`config.mk`:
```
export PLATFORM = sky130hd
export DESIGN_NAME = hue_decode_flat
export DESIGN_NICKNAME = d
export VERILOG_FILES = /design/src/rtl/hue_pkg.sv /design/src/rtl/hue_decode_if.sv /design/src/rtl/hue_seg_match.sv /design/src/rtl/hue_decode.sv /design/src/flat_wrapper.sv
export SDC_FILE = /design/constraint.sdc
export NUM_CORES = 1
export LEC_CHECK = 0
export BUFFER_PORTS_ARGS = -buffer_cell sky130_fd_sc_hd__buf_2
export CORE_UTILIZATION = 30
export DETAILED_ROUTE_END_ITERATION = 10
export PLACE_DENSITY = 0.61
export SETUP_SLACK_MARGIN = 0.1
export SLEW_MARGIN = 15
export SYNTH_ARGS = -nofsm -noshare
export SYNTH_HDL_FRONTEND = slang
export SYNTH_SLANG_ARGS = --single-unit
```
`constraint.sdc`:
```
create_clock -name clk -period 1.6 [get_ports clk]
set_clock_uncertainty 0.05 [all_clocks]
set_input_delay 0.4 -clock clk [delete_from_list [all_inputs] [get_ports clk]]
set_output_delay 0.4 -clock clk [all_outputs]
set_load 0.005 [all_outputs]
```
`src/rtl/hue_pkg.sv`:
```
// hue_pkg: shared widths, channel slices and segment codes for the hue wheel decoder.
// Revision: 1.0
`default_nettype none
package hue_pkg;
  localparam int LOC_W   = 10;
  localparam int COLOR_W = 24;
  localparam int G_HI = 23;
  localparam int G_LO = 16;
  localparam int R_HI = 15;
  localparam int R_LO = 8;
  localparam int B_HI = 7;
  localparam int B_LO = 0;
  localparam logic [7:0] CH_MAX = 8'hFF;

  typedef enum logic [1:0] {
    SEG_GR = 2'b00,
    SEG_RB = 2'b01,
    SEG_BG = 2'b10
  } seg_e;
endpackage
`default_nettype wire

```
`src/rtl/hue_decode_if.sv`:
```
// hue_decode_if: colour-in / location-out valid-ready stream bundle.
// Revision: 1.0
`default_nettype none
interface hue_decode_if;
  import hue_pkg::*;
  logic               in_valid;
  logic               in_ready;
  logic [COLOR_W-1:0] in_color;
  logic               out_valid;
  logic               out_ready;
  logic [LOC_W-1:0]   out_loc;
  logic               out_err;

  modport slave (
    input  in_valid, in_color, out_ready,
    output in_ready, out_valid, out_loc, out_err
  );
  modport master (
    output in_valid, in_color, out_ready,
    input  in_ready, out_valid, out_loc, out_err
  );
endinterface
`default_nettype wire

```
`src/rtl/hue_seg_match.sv`:
```
// hue_seg_match: one wheel segment matches when its zero channel is 0 and the other two sum to 255.
// Revision: 1.0
`default_nettype none
module hue_seg_match
  import hue_pkg::*;
(
  input  logic [7:0] zc,
  input  logic [7:0] a,
  input  logic [7:0] b,
  output logic       match
);
  logic [8:0] sum;

  assign sum   = {1'b0, a} + {1'b0, b};
  assign match = (zc == 8'h00) && (sum == {1'b0, CH_MAX});
endmodule
`default_nettype wire

```
`src/rtl/hue_decode.sv`:
```
// hue_decode: two-stage colour-to-hue-location decoder with off-wheel flag and error counter.
// Revision: 1.0
`default_nettype none
module hue_decode
  import hue_pkg::*;
#(
  parameter int CNT_W = 16
) (
  input  logic             clk,
  input  logic             rst_n,
  hue_decode_if.slave      bus,
  input  logic             err_clr,
  output logic [CNT_W-1:0] err_cnt
);
  logic [7:0]         in_g, in_r, in_b;
  logic [2:0]         match;
  logic               advance, s1_load;
  logic               s1_valid;
  logic [COLOR_W-1:0] s1_color;
  logic [2:0]         s1_match;
  logic               s2_valid;
  logic [LOC_W-1:0]   s2_loc;
  logic               s2_err;
  logic [LOC_W-1:0]   dec_loc;
  logic               dec_err;
  logic               err_leave;

  assign in_g = bus.in_color[G_HI:G_LO];
  assign in_r = bus.in_color[R_HI:R_LO];
  assign in_b = bus.in_color[B_HI:B_LO];

  hue_seg_match u_match_gr (.zc(in_b), .a(in_g), .b(in_r), .match(match[0]));
  hue_seg_match u_match_rb (.zc(in_g), .a(in_r), .b(in_b), .match(match[1]));
  hue_seg_match u_match_bg (.zc(in_r), .a(in_g), .b(in_b), .match(match[2]));

  assign advance      = bus.out_ready | ~s2_valid;
  assign s1_load      = advance | ~s1_valid;
  assign bus.in_ready = s1_load;

  always_ff @(posedge clk or negedge rst_n) begin
    if (!rst_n) begin
      s1_valid <= 1'b0;
      s1_color <= '0;
      s1_match <= '0;
    end else if (s1_load) begin
      s1_valid <= bus.in_valid;
      if (bus.in_valid) begin
        s1_color <= bus.in_color;
        s1_match <= match;
      end
    end
  end

  // Priority order resolves the shared corners to the lowest location.
  always_comb begin
    dec_loc = '0;
    dec_err = 1'b0;
    if (s1_match[0])      dec_loc = {SEG_GR, s1_color[R_HI:R_LO]};
    else if (s1_match[1]) dec_loc = {SEG_RB, s1_color[B_HI:B_LO]};
    else if (s1_match[2]) dec_loc = {SEG_BG, s1_color[G_HI:G_LO]};
    else                  dec_err = 1'b1;
  end

  always_ff @(posedge clk or negedge rst_n) begin
    if (!rst_n) begin
      s2_valid <= 1'b0;
      s2_loc   <= '0;
      s2_err   <= 1'b0;
    end else if (advance) begin
      s2_valid <= s1_valid;
      if (s1_valid) begin
        s2_loc <= dec_loc;
        s2_err <= dec_err;
      end
    end
  end

  assign bus.out_valid = s2_valid;
  assign bus.out_loc   = s2_loc;
  assign bus.out_err   = s2_err;

  assign err_leave = s2_valid & bus.out_ready & s2_err;

  always_ff @(posedge clk or negedge rst_n) begin
    if (!rst_n) begin
      err_cnt <= '0;
    end else if (err_clr) begin
      err_cnt <= '0;
    end else if (err_leave && !(&err_cnt)) begin
      err_cnt <= err_cnt + {{(CNT_W-1){1'b0}}, 1'b1};
    end
  end
endmodule
`default_nettype wire

```
`src/flat_wrapper.sv`:
```
// flat-port wrapper written by rule: the top's interface ports become plain ports
module hue_decode_flat import hue_pkg::*;
#(
  parameter int CNT_W = 16
)
  (clk, rst_n, err_clr, err_cnt, bus_in_valid, bus_in_color, bus_out_ready, bus_in_ready, bus_out_valid, bus_out_loc, bus_out_err);
  hue_decode_if bus_i ();
  input  logic clk;
  input  logic rst_n;
  input  logic err_clr;
  output logic [CNT_W-1:0] err_cnt;
  input wire logic [$bits(bus_i.in_valid)-1:0] bus_in_valid;
  input wire logic [$bits(bus_i.in_color)-1:0] bus_in_color;
  input wire logic [$bits(bus_i.out_ready)-1:0] bus_out_ready;
  output wire logic [$bits(bus_i.in_ready)-1:0] bus_in_ready;
  output wire logic [$bits(bus_i.out_valid)-1:0] bus_out_valid;
  output wire logic [$bits(bus_i.out_loc)-1:0] bus_out_loc;
  output wire logic [$bits(bus_i.out_err)-1:0] bus_out_err;
  assign bus_i.in_valid = bus_in_valid;
  assign bus_i.in_color = bus_in_color;
  assign bus_i.out_ready = bus_out_ready;
  assign bus_in_ready = bus_i.in_ready;
  assign bus_out_valid = bus_i.out_valid;
  assign bus_out_loc = bus_i.out_loc;
  assign bus_out_err = bus_i.out_err;
  hue_decode #(.CNT_W(CNT_W)) u_core (.clk(clk), .rst_n(rst_n), .bus(bus_i), .err_clr(err_clr), .err_cnt(err_cnt));
endmodule
```
# --- Word-level counts from Yosys, hierarchy flattened ---
# Cells that the tools add are included.
op_classes:
  n_addsub: 4
  eq_ne: 3
  n_mux: 8
  reduce_logical: 12
  n_bitwise: 6
ops:
  columns: ["op", "count"]
  rows:
  - ["16-bit two-way mux", 2]
  - ["10-bit two-way mux", 3]
  - ["8-bit by 8-bit adder with 9-bit output", 3]
  - ["9-bit by 8-bit == test with 1-bit output (second input constant)", 3]
  - ["8-bit zero test", 3]
  - ["16-bit by 1-bit adder with 16-bit output (second input constant)", 1]
  - ["16-bit AND reduction", 1]
  - ["1-bit logical AND", 4]
  - ["2-bit AND reduction", 2]
  - ["1-bit two-way mux", 3]
  - ["1-bit bitwise AND", 2]
  - ["1-bit NOT", 2]
  - ["1-bit OR", 2]
  - ["2-bit nonzero test", 1]
  - ["1-bit zero test", 1]
word_totals:
  word_cells: 40
  out_inout_bits: 29
  in_bits: 29
  ff_bits: 56

# --- Depth between registers and ports, before layout ---
logic_depth:
  ltp_word: 5
  mapped_depth: 8
  ltp_nobuf: 8

# --- By module ---
# Synthesis repeated with hierarchy kept, for this count alone.
unflattened:
  cells_unflattened: 367
  area_unflattened_um2: 3647.2
by_module_without_submodules:
  columns: ["module", "n_inst", "seq_area_each_um2", "cells_each", "area_per_inst_um2"]
  rows:
  - ["hue_decode", 1, 1401.3, 226, 2566.2]
  - ["hue_seg_match", 3, 0.0, 47, 360.3]

# --- Worst setup path after synthesis ---
# No wires, ideal clock.
synth_path:
  path_kind: "input to register"
  from: "input bus_in_color[8]"
  to: "register u_core.s1_match[0]"
  setup_ns: 0.122
  required_ns: 1.428
  slack_ns: -0.365
  cell_stages: 8
  arrival_ns: 1.793
  n_path_buf: 0
  path_cell_list: "ha_1 inv_1 fa_1 nand2b_1 and4_1 o21ai_0 o221ai_1 a32o_1"
synth_between:
  elab_chain_len: 3
synth_rtl:
  columns: ["element", "line_no", "text"]
  rows:
  - ["start: declaration", "flat_wrapper.sv:13", "input wire logic [$bits(bus_i.in_color)-1:0] bus_in_color;"]
  - ["8-bit by 8-bit adder with 9-bit output", "hue_seg_match.sv:14", "assign sum = {1'b0, a} + {1'b0, b};"]
  - ["9-bit by 8-bit == test with 1-bit output", "hue_seg_match.sv:15", "assign match = (zc == 8'h00) && (sum == {1'b0, CH_MAX});"]
  - ["1-bit logical AND", "hue_seg_match.sv:15", null]
  - ["end signal: assignment", "hue_decode.sv:49", "s1_match <= match;"]
  - ["end: declaration", "hue_decode.sv:20", "logic [2:0] s1_match;"]
# Every way passes these cells.
# A chain may end at the register's enable or synchronous reset.

# --- Final worst setup path ---
layout_path:
  from: "input bus_in_color[0]"
  to: "register u_core.s1_match[1]"
# The elaborated chain is that of the path after synthesis.

==> qor.txt <==
Portion of synthesized cell area occupied by the leading cell type - 41.4%
Synthesis-to-layout area growth - 56.3%
Count of flip-flops with a built-in enable after synthesis - 0
Total gr overflow - 0
VDD IR max - 0.546 mV
Total of buffers placed on input and output ports - 57
Number of top-level design ports - 58
Post-detail-place hpwl - 7090 um
Cell Area, Synth - 3380 sq um
Slew at the pin closest to its max-slew limit - 0.640 ns
Clock tree from TritonCTS - built
Uppermost layer routed - met4
YS warnings - 0
FF+latch count, synth - 56
Critical path start-end classification - in -> reg
Worst-case clock buffer depth - 2
Number of distinct library cell variants in the gate-level netlist after synthesis - 45
Worst-case setup margin in the final layout - -0.150 ns
Sequential share of the synthesized area - 41.4%
Total area of multi-input combinational cells - 2250 sq um
Num Clock Sinks - 56
Number of maximum-capacitance violations - 0
Largest cells by area after synthesis - sky130_fd_sc_hd__dfrtp_1, sky130_fd_sc_hd__ha_1, sky130_fd_sc_hd__mux2_2
Final number of max-transition violations - 0
DRC violation count after routing - 0
WP data arrival - 1.93 ns
CTS clock-pin slew for the worst setup and hold paths - 0.07 ns
Synth async-reset ratio - 100%
Clock latency on the worst-skew pair - 0.29 ns
Cell at the root of the clock tree - sky130_fd_sc_hd__clkbuf_16
Die X-Extent - 108 um
Instance area at placement - 4570 sq um
Via count of the first global-routing pass - 3029
Routed length on met2 - 4840 um
Area share of fa/ha/maj cells after synthesis - 11.0%
Number of optimization iterations in the first detailed-route pass - 4
Power density cells - 715 nW/um^2
Static leakage - 2.43 nW
Nature of the critical path startpoint - primary input
Leading cell type in the layout, fill and taps excluded - sky130_fd_sc_hd__buf_4
DRC violation total after the first TritonRoute iteration - 217
Count of filler cells inserted in the layout - 997
Synth area leader - sky130_fd_sc_hd__dfrtp_1
Post-Synth Simple-Gate Area - 18.5%
Final routed wire length divided by cell count - 15.5 um
Design area - 5290 sq um
Commonest non-fill, non-tap cells in the layout - sky130_fd_sc_hd__buf_4, sky130_fd_sc_hd__dfrtp_1, sky130_fd_sc_hd__buf_2
Final Net Count - 545
Initial Util - 30.9%
Final-report setup violation count - 7
Violated checks - negative setup slack
Proportion of layout cells with a drive suffix above 1 - 50.1%
Prevailing post-synth register cell - sky130_fd_sc_hd__dfrtp_1
Mux share of post-synthesis cell area - 7.62%
Wire length of the first global-routing pass - 15100 um
Area share of xor/xnor cells in the synthesized design - 6.73%
Post-Synthesis Cells - 331
Largest net degree at the start of global routing - 57
Maximum level of the CTS H-tree - 2
Die H - 108 um
Placeable core region - 10900 sq um
Global routing usage summed across all routing layers - 16.6%
Element type at the critical path end - flop
Total number of vias - 3144
Detail Route Antenna Nets - 0
Run status - finished, violations left
Total area of sequential cells - 1400 sq um
Main combinational cell family by area after synthesis - simple AND/OR/NAND/NOR gates
Classification of the worst-slack hold path - in -> async
Power, Total - 0.00378 W
Number of core rows - 38
Post-route fraction of the period consumed by the critical path - 109%
Net Count, Synth - 388
Number of hold violations in the final report - 0
Normalized max-slew margin - 57.3%
Peak fanout along the critical path - 3
RSZ-0062 raised after global routing - yes
Critical path data required time - 1.78 ns
Drt via density - 5.00
Number of clock buffers inserted by TritonCTS - 5
Gpl congestion - 0.899
Top achievable clock speed - 572 MHz
Time the final worst path needs with I/O delays and setup - 1.75 ns
Number of antenna violations at the first check in global routing - 0
Die footprint - 11700 sq um
Post-Synthesis Mean Instance Area - 10.2 sq um
Number of diodes added for antenna fixing - 0
Amount of wire on met3 after detailed routing - 359 um
Total length of routed wires - 9740 um
M1 WL - 4450 um
Complex-gate fraction of the synthesized area - 12.3%
final timing paths:
kind                                       start                    end  slack (ns)  depth (start not counted)
setup / recovery                 bus_in_color[0]     u_core.s1_match[1]       -0.15                          8
hold / removal                             rst_n      u_core.err_cnt[3]        0.04                          2
setup reg to reg               u_core.err_cnt[9]      u_core.err_cnt[3]       -0.03                          5
hold reg to reg            u_core.bus.out_loc[5]  u_core.bus.out_loc[5]        0.43                          2
max in group asynchronous                  rst_n  u_core.bus.out_loc[4]        1.19                          2
min in group clk                    bus_in_valid        u_core.s1_valid        0.30                          2
through the flow:
stage	cells	setup slack, ns	util (%)	TNS, ns	hold slack [ns]
detailed placement	593	-0.497	41.8	-2.00	0.377
CTS	613	-0.136	45.7	-0.370	0.0642
floorplan	331	-0.216	-	-0.650	0.0544
global placement	593	-0.428	41.8	-1.64	0.369
finish	629	-0.150	48.4	-0.344	0.0387
global route	629	-0.208	48.4	-0.981	0.0668
sequential cells by signal (all words and copies together) (netlist names):
register / count
u_core.bus.out_err: 1
u_core.bus.out_loc: 10
u_core.bus.out_valid: 1
u_core.err_cnt: 16
u_core.s1_color: 24
u_core.s1_match: 3
u_core.s1_valid: 1
report_power, final:
group	switching, W	internal, W	total, W	leakage [nW]
clock network	0.000492	0.000825	0.00132	0.0901
registers	0.0000536	0.00152	0.00157	0.719
logic	0.000405	0.000490	0.000895	1.62
total	0.000950	0.00283	0.00378	2.43
cell usage after synthesis, types with 8 or more instances:
| cell type | n |
|---|---|
| sky130_fd_sc_hd__inv_1 | 8 |
| sky130_fd_sc_hd__a21oi_1 | 17 |
| sky130_fd_sc_hd__xnor2_1 | 15 |
| sky130_fd_sc_hd__ha_1 | 25 |
| sky130_fd_sc_hd__nand2_1 | 25 |
| sky130_fd_sc_hd__clkbuf_1 | 8 |
| sky130_fd_sc_hd__nor4_1 | 12 |
| sky130_fd_sc_hd__nor2_1 | 25 |
| sky130_fd_sc_hd__nand2b_1 | 12 |
| sky130_fd_sc_hd__o21ai_0 | 16 |
| sky130_fd_sc_hd__dfrtp_1 | 56 |
| sky130_fd_sc_hd__nand4_1 | 10 |
| sky130_fd_sc_hd__a22oi_1 | 8 |
| sky130_fd_sc_hd__xor2_1 | 11 |
| sky130_fd_sc_hd__mux2_2 | 22 |
layer usage:
layer	global-route usage, %	up-vias
li1	-	1534
met1	22.1	1524
met2	28.9	77
met3	1.99	9
met4	2.94	0
met5	0	-
kinds of logic (layout without fill, tap and decap cells):
family,after synthesis,in the layout
flops,56,56
compound gates,64,64
simple gates,114,114
buf+inv,20,178
xor+xnor,26,26
fa+ha+maj,28,28
mux,23,23
cell type report:
cell class / instances / share of cell area (%)
Sequential cell: 56 / 26.5
Tap cell: 140 / 3.31
Timing Repair Buffer: 162 / 23.7
Multi-Input combinational cell: 255 / 42.5
Clock buffer: 7 / 2.89
Clock inverter: 1 / 0.568
Inverter: 8 / 0.568
what timing repair did:
item,CTS,global route
hold buffers,0,0
endpoints found under the setup margin,27,42
hold endpoints to repair,0,0
pin swaps,24,33
cloned,0,2
setup buffers,12,14
resized for setup,35,34
worst max-delay path, stage by stage:
cell and delay (ns):
sky130_fd_sc_hd__buf_8 0.11, sky130_fd_sc_hd__ha_4 0.15, sky130_fd_sc_hd__inv_2 0.05, sky130_fd_sc_hd__fa_1 0.41, sky130_fd_sc_hd__nor4_1 0.27, sky130_fd_sc_hd__nand4_1 0.13, sky130_fd_sc_hd__nor4_1 0.20, sky130_fd_sc_hd__a32o_1 0.21
Note: power is estimated with default switching activity, not from simulation.
